==> src/rtl/read_issuer_pkg.sv <==
// rtl/read_issuer_pkg.sv - shared state type and default sizing for the read issuer
package read_issuer_pkg;

  localparam int DEF_AW    = 8;
  localparam int DEF_DW    = 8;
  localparam int DEF_DEPTH = 4;
  localparam int DEF_TMO   = 15;

  typedef enum logic [1:0] {
    IDLE  = 2'd0,
    ISSUE = 2'd1,
    WAIT  = 2'd2
  } state_t;

endpackage

==> src/rtl/sync_fifo.sv <==
// rtl/sync_fifo.sv - single-clock request FIFO, power-of-two depth
module sync_fifo #(
  parameter int WIDTH = 8,
  parameter int DEPTH = 4
) (
  input  logic             clk,
  input  logic             reset,
  input  logic             push,
  input  logic             pop,
  input  logic [WIDTH-1:0] din,
  output logic [WIDTH-1:0] dout,
  output logic             full,
  output logic             empty
);

  localparam int PW = $clog2(DEPTH);
  localparam logic [PW:0] FULL_CNT = (PW+1)'(DEPTH);

  logic [WIDTH-1:0] r_mem [DEPTH];
  logic [PW-1:0]    r_wptr;
  logic [PW-1:0]    r_rptr;
  logic [PW:0]      r_count;
  logic             w_wr;
  logic             w_rd;

  assign full  = (r_count == FULL_CNT);
  assign empty = (r_count == '0);
  // A push is refused whenever full, regardless of a same-cycle pop.
  assign w_wr  = push && !full;
  assign w_rd  = pop && !empty;
  assign dout  = r_mem[r_rptr];

  always_ff @(posedge clk) begin
    if (w_wr) begin
      r_mem[r_wptr] <= din;
    end
  end

  always_ff @(posedge clk) begin
    if (reset) begin
      r_wptr  <= '0;
      r_rptr  <= '0;
      r_count <= '0;
    end else begin
      if (w_wr) begin
        r_wptr <= r_wptr + 1'b1;
      end
      if (w_rd) begin
        r_rptr <= r_rptr + 1'b1;
      end
      case ({w_wr, w_rd})
        2'b10:   r_count <= r_count + 1'b1;
        2'b01:   r_count <= r_count - 1'b1;
        default: r_count <= r_count;
      endcase
    end
  end

endmodule

==> src/rtl/read_issuer.sv <==
// rtl/read_issuer.sv - queues read requests, issues one at a time, returns data or timeout
module read_issuer
  import read_issuer_pkg::*;
#(
  parameter int AW    = DEF_AW,
  parameter int DW    = DEF_DW,
  parameter int DEPTH = DEF_DEPTH,
  parameter int TMO   = DEF_TMO
) (
  input  logic          clk,
  input  logic          reset,
  input  logic          req_valid,
  output logic          req_ready,
  input  logic [AW-1:0] req_addr,
  output logic          go,
  output logic [AW-1:0] addr,
  input  logic          ds,
  input  logic [DW-1:0] rdata,
  output logic          rsp_valid,
  input  logic          rsp_ready,
  output logic [DW-1:0] rsp_data,
  output logic          rsp_err,
  output logic          proto_err
);

  localparam int CW = $clog2(TMO + 1);
  localparam logic [CW-1:0] TMO_C = CW'(TMO);

  state_t        r_state;
  state_t        w_next;
  logic [CW-1:0] r_cnt;
  logic [AW-1:0] r_addr;
  logic          r_go;
  logic          r_rsp_valid;
  logic [DW-1:0] r_rsp_data;
  logic          r_rsp_err;
  logic          r_proto_err;

  logic          w_full;
  logic          w_empty;
  logic          w_push;
  logic          w_pop;
  logic          w_done;
  logic          w_tmo;
  logic [AW-1:0] w_head;

  sync_fifo #(
    .WIDTH (AW),
    .DEPTH (DEPTH)
  ) u_req_fifo (
    .clk   (clk),
    .reset (reset),
    .push  (w_push),
    .pop   (w_pop),
    .din   (req_addr),
    .dout  (w_head),
    .full  (w_full),
    .empty (w_empty)
  );

  assign req_ready = !w_full;
  assign w_push    = req_valid && !w_full;
  // ds has priority over a timeout landing in the same cycle.
  assign w_done    = (r_state == WAIT) && ds;
  assign w_tmo     = (r_state == WAIT) && !ds && (r_cnt == TMO_C);
  assign w_pop     = w_done || w_tmo;

  always_comb begin
    w_next = r_state;
    case (r_state)
      IDLE:    if (!w_empty && !r_rsp_valid) w_next = ISSUE;
      ISSUE:   w_next = WAIT;
      WAIT:    if (w_pop) w_next = IDLE;
      default: w_next = IDLE;
    endcase
  end

  always_ff @(posedge clk) begin
    if (reset) begin
      r_state <= IDLE;
    end else begin
      r_state <= w_next;
    end
  end

  always_ff @(posedge clk) begin
    if (reset) begin
      r_go        <= 1'b0;
      r_addr      <= '0;
      r_cnt       <= '0;
      r_rsp_valid <= 1'b0;
      r_rsp_data  <= '0;
      r_rsp_err   <= 1'b0;
      r_proto_err <= 1'b0;
    end else begin
      r_go <= (w_next == ISSUE);

      if ((r_state == IDLE) && (w_next == ISSUE)) begin
        r_addr <= w_head;
      end

      // Counter idles at zero outside WAIT and saturates at TMO.
      if (r_state != WAIT) begin
        r_cnt <= '0;
      end else if (r_cnt != TMO_C) begin
        r_cnt <= r_cnt + 1'b1;
      end

      if (w_done) begin
        r_rsp_valid <= 1'b1;
        r_rsp_data  <= rdata;
        r_rsp_err   <= 1'b0;
      end else if (w_tmo) begin
        r_rsp_valid <= 1'b1;
        r_rsp_data  <= '0;
        r_rsp_err   <= 1'b1;
      end else if (r_rsp_valid && rsp_ready) begin
        r_rsp_valid <= 1'b0;
      end

      if (ds && (r_state != WAIT)) begin
        r_proto_err <= 1'b1;
      end
    end
  end

  assign go        = r_go;
  assign addr      = r_addr;
  assign rsp_valid = r_rsp_valid;
  assign rsp_data  = r_rsp_data;
  assign rsp_err   = r_rsp_err;
  assign proto_err = r_proto_err;

endmodule

==> config.mk <==
export PLATFORM = sky130hd
export DESIGN_NAME = read_issuer
export DESIGN_NICKNAME = d
export VERILOG_FILES = /design/src/rtl/read_issuer_pkg.sv /design/src/rtl/sync_fifo.sv /design/src/rtl/read_issuer.sv
export SDC_FILE = /design/constraint.sdc
export NUM_CORES = 1
export LEC_CHECK = 0
export BUFFER_PORTS_ARGS = -buffer_cell sky130_fd_sc_hd__buf_2
export CORE_MARGIN = 1
export CORE_UTILIZATION = 45
export DETAILED_ROUTE_END_ITERATION = 6
export PLACE_DENSITY = 0.72
export SKIP_LAST_GASP = 1
export SLEW_MARGIN = 20
export SYNTH_ARGS = -nofsm -noshare
export SYNTH_HDL_FRONTEND = slang
export SYNTH_SLANG_ARGS = --single-unit
==> constraint.sdc <==
create_clock -name clk -period 2.3 [get_ports clk]
set_input_delay 0.345 -clock clk [delete_from_list [all_inputs] [get_ports clk]]
set_output_delay 0.345 -clock clk [all_outputs]
set_load 0.05 [all_outputs]
==> results.sh, run 1 <==
export IMPL_synth_area_top_cells="edfxtp_1, dfxtp_1, mux4_2, a21oi_1, ha_1"
export IMPL_fmax_mhz=463
export IMPL_met1_usage_pct=22.2
export IMPL_async_flop_share_pct=0
export IMPL_rsz0062_at_grt="false"
export IMPL_yosysWarnings=0
export IMPL_period_minus_slack_ns=2.16
export IMPL_syn_cell_area_um2=2550
export IMPL_synth_nets=220
export IMPL_hold_viol=0
export IMPL_drt_initial_drc_count=70
export IMPL_fin_skew_ns=0.00793
export IMPL_slew_headroom_pct=60.0
export IMPL_firstDrtPassIters=4
export IMPL_post_dp_cell_area_um2=2860
export IMPL_grt_util_met2_pct=26.4
export IMPL_hold_depth=2
export IMPL_avgSynthCellArea_um2=13.3
export IMPL_grtUsageTotal_pct=17.5
export IMPL_cts_root_buf="clkbuf_8"
export IMPL_area_growth_syn_to_layout_pct=20.1
export IMPL_r2r_start="r_cnt[1]"
export IMPL_cts_tree="yes"
export IMPL_rows=27
export IMPL_synthFlopType="dfxtp_1"
export IMPL_nets=270
export IMPL_wl_mm=4.58
export IMPL_grt_pass1_vias=1682
export IMPL_clk_latency_ns=0.34
export IMPL_holdCritPathClass="primary input to flip-flop"
export IMPL_p_int_mw=1.88
export IMPL_cts_max_path_buffers=2
export IMPL_arrival_ns=2.42
export IMPL_chipHeight_um=77.3
export IMPL_final_setup_viol_count=0
export IMPL_p_comb_share_pct=13.7
export IMPL_crit_start="r_cnt[1]"
export IMPL_setup_tns_ns=0
export IMPL_p_switching_uw=687
export IMPL_finalMaxSlewViolations=0
export IMPL_cp_max_fo=2
export IMPL_synth_edf_count=32
export IMPL_avgViaCountPerCell=5.23
export IMPL_worst_slew_pin_slew_ns=0.599
export IMPL_fin_crit_sh_pct=93.9
export IMPL_powerDensity_nw_per_um2=837
export IMPL_synth_cells=192
export IMPL_die_area_um2=5980
export IMPL_synth_largest_area_cell="edfxtp_1"
export IMPL_cp_required_ns=2.56
export IMPL_reg2reg_depth=9
export IMPL_core_um2=5470
export IMPL_drc_errors=0
export IMPL_grt_max_degree=29
export IMPL_switching_share_pct=26.8
export IMPL_drive_gt1_share_pct=33.2
export IMPL_io_pins=42
export IMPL_die_w_um=77.3
export IMPL_vias=1668
export IMPL_finish_instance_area_um2=3070
export IMPL_crit_path_start_kind="flip-flop"
export IMPL_start_util_pct=46.6
export IMPL_p_clk_share_pct=35.2
export IMPL_cts_sinks=65
export IMPL_grt_pass1_wl_mm=7.78
export IMPL_io_buffers=41
export IMPL_ys_seq_area_share_pct=63.5
export IMPL_synth_distinct_cells=39
export IMPL_worstSetupPathType="flip-flop to flip-flop"
export IMPL_grt_use_met3_pct=5.12
export IMPL_top_usage_layer="met2"
export IMPL_worstHoldStart="rdata[4]"
export IMPL_vdd_ir_drop_worst_mv=0.361
export IMPL_synth_top_area_share_pct=37.6
export IMPL_p_seq_share_pct=51.1
export IMPL_path_clk_slew_ns=0.07
export IMPL_max_cap_viol_count=0
export IMPL_cts_buffers=9
export IMPL_ant_nets=0
export IMPL_routedWlPerCell_um=14.4
export IMPL_gp_congestion=0.779
export IMPL_dp_hpwl_mm=3.00
export IMPL_h_tree_depth=3
export IMPL_p_leak_nw=1.18
export IMPL_status="finished clean"
export IMPL_grt_antenna_before_repair=0
export IMPL_endpoint_kind="flip-flop"
export IMPL_diodes=0
export IMPL_overflow=0
export IMPL_ys_seq_elements=65
==> power by group through the flow <==
stage | Clock, mW | Combinational (mW) | Sequential (mW)
finish | 0.902 | 0.352 | 1.31
global route | 0.968 | 0.386 | 1.32
CTS | 0.925 | 0.353 | 1.31
detailed placement | 0 | 0.351 | 1.34
global placement | 0 | 0.347 | 1.33
floorplan | 0 | 0.165 | 1.43
==> layout make-up <==
class	count	area, um2
Sequential cell	65	1630
Timing Repair Buffer	50	273
Clock buffer	9	124
Clock inverter	7	61.3
Tap cell	72	90.1
Inverter	5	18.8
Multi-Input combinational cell	111	873
Fill cell	464	2410
==> metrics by stage <==
step	total power, mW	hold slack, ns	instances	util (%)	worst slack, ns
after floorplan	1.59	0.444	192	-	0.0185
after global placement	1.68	0.445	302	52.3	0.107
after detailed placement	1.69	0.457	302	52.3	0.0731
after CTS	2.59	0.195	318	55.7	0.0457
after global routing	2.67	0.203	319	56.0	0.00874
final	2.57	0.214	319	56.0	0.141
==> cell usage after synthesis (5+ instances only) <==
library cell,count
a21oi_1,18
a22o_1,8
dfxtp_1,33
edfxtp_1,32
ha_1,6
inv_1,5
mux4_2,8
nand3_1,12
nor2_1,9
nor3_1,8
o21ai_0,9
==> worst max-delay path, cell delays in order (launching register included) <==
cell and delay [ns]:
dfxtp_2 0.33, ha_2 0.17, a31oi_1 0.11, nor3_1 0.21
ha_2 0.21, inv_1 0.06, fa_2 0.38, xor2_1 0.16
or3_4 0.33, a21oi_2 0.13
==> flip-flops by register name, indices dropped and copies added, names as in the netlist, 2 cells and up <==
signal,cells
addr,8
u_req_fifo.r_rptr,2
rsp_data,8
u_req_fifo.r_count,3
r_state,2
u_req_fifo.r_mem,32
u_req_fifo.r_wptr,2
r_cnt,4
==> final timing paths <==
check	endpoint	slack, ns
worst max register to register	u_req_fifo.r_count[2]	0.14
worst max-delay path	u_req_fifo.r_count[2]	0.14
worst min register to register	rsp_err	0.47
worst min-delay path	rsp_data[4]	0.21
==> layer usage <==
layer | wire length [um] | up-vias
met4 | 74 | 0
met5 | 0 | -
met2 | 2140 | 29
met3 | 140 | 6
li1 | - | 825
met1 | 2220 | 808
==> placed cells by master (no fill, tap or decap), types with 2 or more instances in the layout <==
cell type | netlist | layout
xor2_1 | 2 | 2
and3_1 | 4 | 4
a21o_1 | 2 | 2
nor3_1 | 8 | 8
o21ai_0 | 9 | 9
dfxtp_2 | 0 | 3
ha_1 | 6 | 4
buf_4 | 1 | 9
or3_1 | 2 | 2
clkbuf_8 | 0 | 9
nand3_1 | 12 | 12
a22o_1 | 8 | 8
inv_1 | 5 | 5
mux4_2 | 8 | 8
nor2_1 | 9 | 9
a21oi_1 | 18 | 17
a31oi_1 | 2 | 2
edfxtp_1 | 32 | 32
ha_2 | 0 | 2
clkinv_1 | 0 | 4
dfxtp_1 | 33 | 30
nor2b_1 | 4 | 4
buf_2 | 1 | 41
==> what timing repair did <==
action,4_1_cts,5_1_grt
gates resized for setup,0,4
hold buffers,0,0
setup endpoints to repair,0,1
buffers inserted,0,1
==> cell families (layout without fill, tap and decap cells) <==
logic type / count (synthesis) / count (layout) / synth area share [%]
flops: 65 / 65 / 63.5
simple gates: 47 / 47 / 10.2
mux: 10 / 10 / 8.04
xor+xnor: 3 / 3 / 1.03
buf+inv: 16 / 71 / 2.84
compound gates: 44 / 44 / 10.6
fa+ha+maj: 7 / 7 / 3.73
Note: power is estimated with default switching activity, not from simulation.
==> run 2, diff against run 1 <==
--- a/config.mk
+++ b/config.mk
@@ -7,9 +7,10 @@
 export LEC_CHECK = 0
 export BUFFER_PORTS_ARGS = -buffer_cell sky130_fd_sc_hd__buf_2
 export CORE_MARGIN = 1
-export CORE_UTILIZATION = 45
+export CORE_UTILIZATION = 50
 export DETAILED_ROUTE_END_ITERATION = 6
-export PLACE_DENSITY = 0.72
+export GPL_TIMING_DRIVEN = 0
+export PLACE_DENSITY = 0.78
 export SKIP_LAST_GASP = 1
 export SLEW_MARGIN = 20
 export SYNTH_ARGS = -nofsm -noshare
==> results.sh, run 2 (synthesis results as in run 1) <==
export IMPL_status="finished clean"
export IMPL_endpoint_kind="flip-flop"
export IMPL_period_minus_slack_ns=2.15
export IMPL_io_pins=42
export IMPL_timing_final_ws_setup_ns=0.147
export IMPL_fin_cells=318
export IMPL_met3_length_um=198
export IMPL_worst_slew_pin_slew_ns=0.842
export IMPL_clk_latency_ns=0.33
export IMPL_io_buffers=39
export IMPL_grtUsageTotal_pct=19.5
export IMPL_vdd_ir_drop_worst_mv=0.615
export IMPL_firstDrtPassIters=4
export IMPL_fmax_mhz=464
export IMPL_gp_congestion=0.735
export IMPL_cts_root_buf="clkbuf_8"
export IMPL_wl_mm=4.85
export IMPL_powerDensity_nw_per_um2=857
export IMPL_core_um2=4820
export IMPL_fin_crit_sh_pct=93.6
export IMPL_cts_hold_buf=0
export IMPL_grt_pass1_wl_mm=7.53
export IMPL_vias=1708
export IMPL_total_power_mw=2.71
export IMPL_max_cap_viol_count=0
export IMPL_drt_initial_drc_count=83
export IMPL_h_tree_depth=3
export IMPL_setup_tns_ns=0
export IMPL_chipHeight_um=73.5
export IMPL_post_dp_cell_area_um2=2850
export IMPL_dr_max_layer_used="met4"
export IMPL_cp_required_ns=2.56
export IMPL_diodes=0
export IMPL_reg2reg_depth=9
export IMPL_hold_ws_ns=0.217
export IMPL_nets=274
export IMPL_mostFrequentLayoutCell="buf_2"
export IMPL_final_cell_mix="buf_2, edfxtp_1, dfxtp_1"
export IMPL_dp_hpwl_mm=3.20
export IMPL_crit_path_start_kind="flip-flop"
export IMPL_finish_instance_area_um2=3160
export IMPL_hold_depth=2
export IMPL_path_clk_slew_ns=0.07
export IMPL_start_util_pct=53.0
export IMPL_holdCritPathClass="primary input to flip-flop"
export IMPL_regMostFlops="u_req_fifo.r_mem"
export IMPL_dp_cells=298
export IMPL_arrival_ns=2.41
export IMPL_overflow=0
export IMPL_grt_max_degree=14
export IMPL_die_area_um2=5390
export IMPL_cts_tree="yes"
export IMPL_cts_sinks=65
export IMPL_routedWlPerCell_um=15.3
export IMPL_die_w_um=73.5
export IMPL_cp_max_fo=5
export IMPL_grt_pass1_vias=1636
export IMPL_ant_nets=0
export IMPL_cts_buffers=9
export IMPL_rows=25
export IMPL_cts_max_path_buffers=2
export IMPL_wl_met1_mm=2.16
export IMPL_met2_length_mm=2.42
export IMPL_grt_antenna_before_repair=0
export IMPL_final_setup_viol_count=0
export IMPL_drive_gt1_share_pct=35.5
export IMPL_drc_errors=0
export IMPL_rsz0062_at_grt="false"
export IMPL_area_growth_syn_to_layout_pct=23.9
export IMPL_final_core_util_pct=65.6
export IMPL_fin_skew_ns=0.00392
export IMPL_worstSetupPathType="flip-flop to flip-flop"
export IMPL_hold_viol=0
export IMPL_largest_register_ffs=32
export IMPL_avgViaCountPerCell=5.37
export IMPL_p_leak_nw=1.20
export IMPL_dp_slack_ns=-0.209
export IMPL_finalMaxSlewViolations=0
export IMPL_slew_headroom_pct=43.4
==> run 2: changes by cell type in the layout (fill, tap and decap cells not counted), moves of 2 or more <==
cell      before  now
clkbuf_1       0    4
buf_2         41   39
nor3_1         8    6
dfxtp_4        0    4
buf_1          0    4
clkinv_1       4    1
dfxtp_1       30   27
==> run 2: area by class of cell <==
class / count / area (um2)
tap: 67 / 83.8
buffer: 8 / 41.3
clock buffer: 11 / 131
clock inverter: 5 / 80.1
sequential: 65 / 1640
fill: 376 / 1660
timing repair buffer: 46 / 248
multi-input combinational: 111 / 920
inverter: 5 / 18.8
==> run 2: report_power, final <==
group / internal, mW / leakage (nW) / total [mW] / switching (mW)
clock network: 0.609 / 0.101 / 1.03 / 0.423
registers: 1.28 / 0.566 / 1.31 / 0.0325
logic: 0.118 / 0.537 / 0.366 / 0.249
==> run 2: routing by layer <==
layer | track usage, % | vias up
li1 | - | 835
met1 | 24.6 | 821
met5 | 0 | -
met3 | 5.08 | 10
met2 | 30.5 | 42
met4 | 11.3 | 0
==> run 2: worst paths after layout <==
path | endpoint | slack (ns) | start
worst min register to register | rsp_err | 0.46 | rsp_err
worst min-delay path | rsp_data[3] | 0.22 | rdata[3]
worst max register to register | u_req_fifo.r_count[2] | 0.15 | r_cnt[1]
worst max-delay path | u_req_fifo.r_count[2] | 0.15 | r_cnt[1]
==> run 2: timing repair <==
item / in CTS / in global routing
buffers inserted: 1 / 6
setup endpoints to repair: 1 / 1
resized for setup: 11 / 8
pin swaps: 2 / 5
hold endpoints to repair: 0 / 0
cloned: 0 / 0
==> run 2: worst max-delay path: stages (launching register included) <==
cell and delay, ns:
dfxtp_4 0.38, ha_4 0.17, a31oi_4 0.11, nor3_2 0.22, ha_2 0.22, inv_1 0.05, fa_2 0.34, xor2_1 0.16
or3_4 0.33, a21oi_2 0.11
==> run 3, diff against run 2 <==
--- a/config.mk
+++ b/config.mk
@@ -8,6 +8,7 @@
 export BUFFER_PORTS_ARGS = -buffer_cell sky130_fd_sc_hd__buf_2
 export CORE_MARGIN = 1
 export CORE_UTILIZATION = 50
+export CTS_CLUSTER_SIZE = 16
 export DETAILED_ROUTE_END_ITERATION = 6
 export GPL_TIMING_DRIVEN = 0
 export PLACE_DENSITY = 0.78
==> constraint.sdc (replaced) <==
create_clock -name clk -period 2.3 [get_ports clk]
set_input_delay 0.345 -clock clk [delete_from_list [all_inputs] [get_ports clk]]
set_output_delay 0.345 -clock clk [all_outputs]
set_load 0.02 [all_outputs]
==> results.sh, run 3 (synthesis results as in run 1) <==
export IMPL_dp_hpwl_mm=3.20
export IMPL_largest_register_ffs=32
export IMPL_cp_max_fo=3
export IMPL_cts_buffers=9
export IMPL_firstDrtPassIters=4
export IMPL_routedWlPerCell_um=15.3
export IMPL_gp_congestion=0.756
export IMPL_final_cell_mix="buf_2, edfxtp_1, dfxtp_1"
export IMPL_chipHeight_um=73.5
export IMPL_start_util_pct=53.0
export IMPL_cts_hold_buf=0
export IMPL_path_clk_slew_ns=0.07
export IMPL_fmax_mhz=455
export IMPL_finalMaxSlewViolations=0
export IMPL_nets=273
export IMPL_area_growth_syn_to_layout_pct=23.0
export IMPL_max_cap_viol_count=0
export IMPL_regMostFlops="u_req_fifo.r_mem"
export IMPL_endpoint_kind="flip-flop"
export IMPL_vias=1704
export IMPL_diodes=0
export IMPL_holdCritPathClass="primary input to flip-flop"
export IMPL_grtUsageTotal_pct=19.9
export IMPL_die_area_um2=5390
export IMPL_final_setup_viol_count=0
export IMPL_timing_final_ws_setup_ns=0.102
export IMPL_worst_slew_pin_slew_ns=0.866
export IMPL_period_minus_slack_ns=2.20
export IMPL_drc_errors=0
export IMPL_clk_latency_ns=0.33
export IMPL_cts_tree="yes"
export IMPL_h_tree_depth=3
export IMPL_grt_pass1_wl_mm=7.63
export IMPL_drive_gt1_share_pct=34.8
export IMPL_io_buffers=39
export IMPL_slew_headroom_pct=41.8
export IMPL_powerDensity_nw_per_um2=810
export IMPL_reg2reg_slack_ns=0.10
export IMPL_reg2reg_depth=9
export IMPL_crit_path_start_kind="flip-flop"
export IMPL_fin_crit_sh_pct=95.6
export IMPL_p_leak_nw=1.20
export IMPL_cp_required_ns=2.55
export IMPL_post_dp_cell_area_um2=2840
export IMPL_fin_skew_ns=0.00712
export IMPL_avgViaCountPerCell=5.38
export IMPL_status="finished clean"
export IMPL_cts_root_buf="clkbuf_8"
export IMPL_core_um2=4820
export IMPL_wl_mm=4.85
export IMPL_rows=25
export IMPL_cts_max_path_buffers=2
export IMPL_setup_tns_ns=0
export IMPL_overflow=0
export IMPL_arrival_ns=2.45
export IMPL_cts_sinks=65
export IMPL_ant_nets=0
export IMPL_dp_slack_ns=-0.250
export IMPL_grt_antenna_before_repair=0
export IMPL_final_core_util_pct=65.2
export IMPL_hold_ws_ns=0.219
export IMPL_hold_viol=0
export IMPL_worstSetupPathType="flip-flop to flip-flop"
export IMPL_drt_initial_drc_count=98
export IMPL_mostFrequentLayoutCell="buf_2"
export IMPL_rsz0062_at_grt="false"
export IMPL_grt_max_degree=14
export IMPL_vdd_ir_drop_worst_mv=0.435
export IMPL_die_w_um=73.5
export IMPL_hold_depth=2
export IMPL_finish_instance_area_um2=3140
export IMPL_io_pins=42
export IMPL_grt_pass1_vias=1563
[run 3: where the power goes]
part	leakage [nW]	switching, mW	total [mW]	internal, mW
clock	0.0978	0.398	0.922	0.524
sequential	0.566	0.0308	1.31	1.28
combinational	0.538	0.193	0.312	0.119
[run 3: final cells by class]
type,count,area (um2)
Timing Repair Buffer,44,233
Buffer,9,52.6
Multi-Input combinational cell,111,926
Clock inverter,4,43.8
Tap cell,67,83.8
Sequential cell,65,1640
Clock buffer,12,145
Fill cell,371,1680
Inverter,5,18.8
[run 3: path summary, 6_finish.rpt]
path,startpoint,endpoint
min reg2reg,rsp_err,rsp_err
max,u_req_fifo.r_count[0],u_req_fifo.r_count[2]
max reg2reg,u_req_fifo.r_count[0],u_req_fifo.r_count[2]
min,rdata[6],rsp_data[6]
[run 3: stage by stage]
stage | cells | power, mW
finish | 317 | 2.54
global route | 317 | 2.66
CTS | 316 | 2.55
detailed placement | 298 | 1.62
global placement | 298 | 1.61
floorplan | 192 | 1.53
[run 3: metal layers]
layer	track usage (%)	up-vias	routed length [um]
met3	7.96	10	247
li1	-	831	-
met4	8.33	0	70
met2	30.3	49	2430
met1	25.2	814	2100
met5	0	-	0
[run 3: what timing repair did]
item                                    in CTS  in global routing
setup buffers                                3                  2
endpoints found under the setup margin       1                  1
gates resized for setup                     14                  7
pin swaps                                    4                  1
[run 3: critical path, stage by stage, from the launching register on]
cell,delay [ns]
dfxtp_4,0.35
or3b_4,0.39
buf_6,0.12
nand2_1,0.06
ha_2,0.18
inv_1,0.06
fa_2,0.38
xor2_1,0.16
or3_4,0.33
a21oi_2,0.11
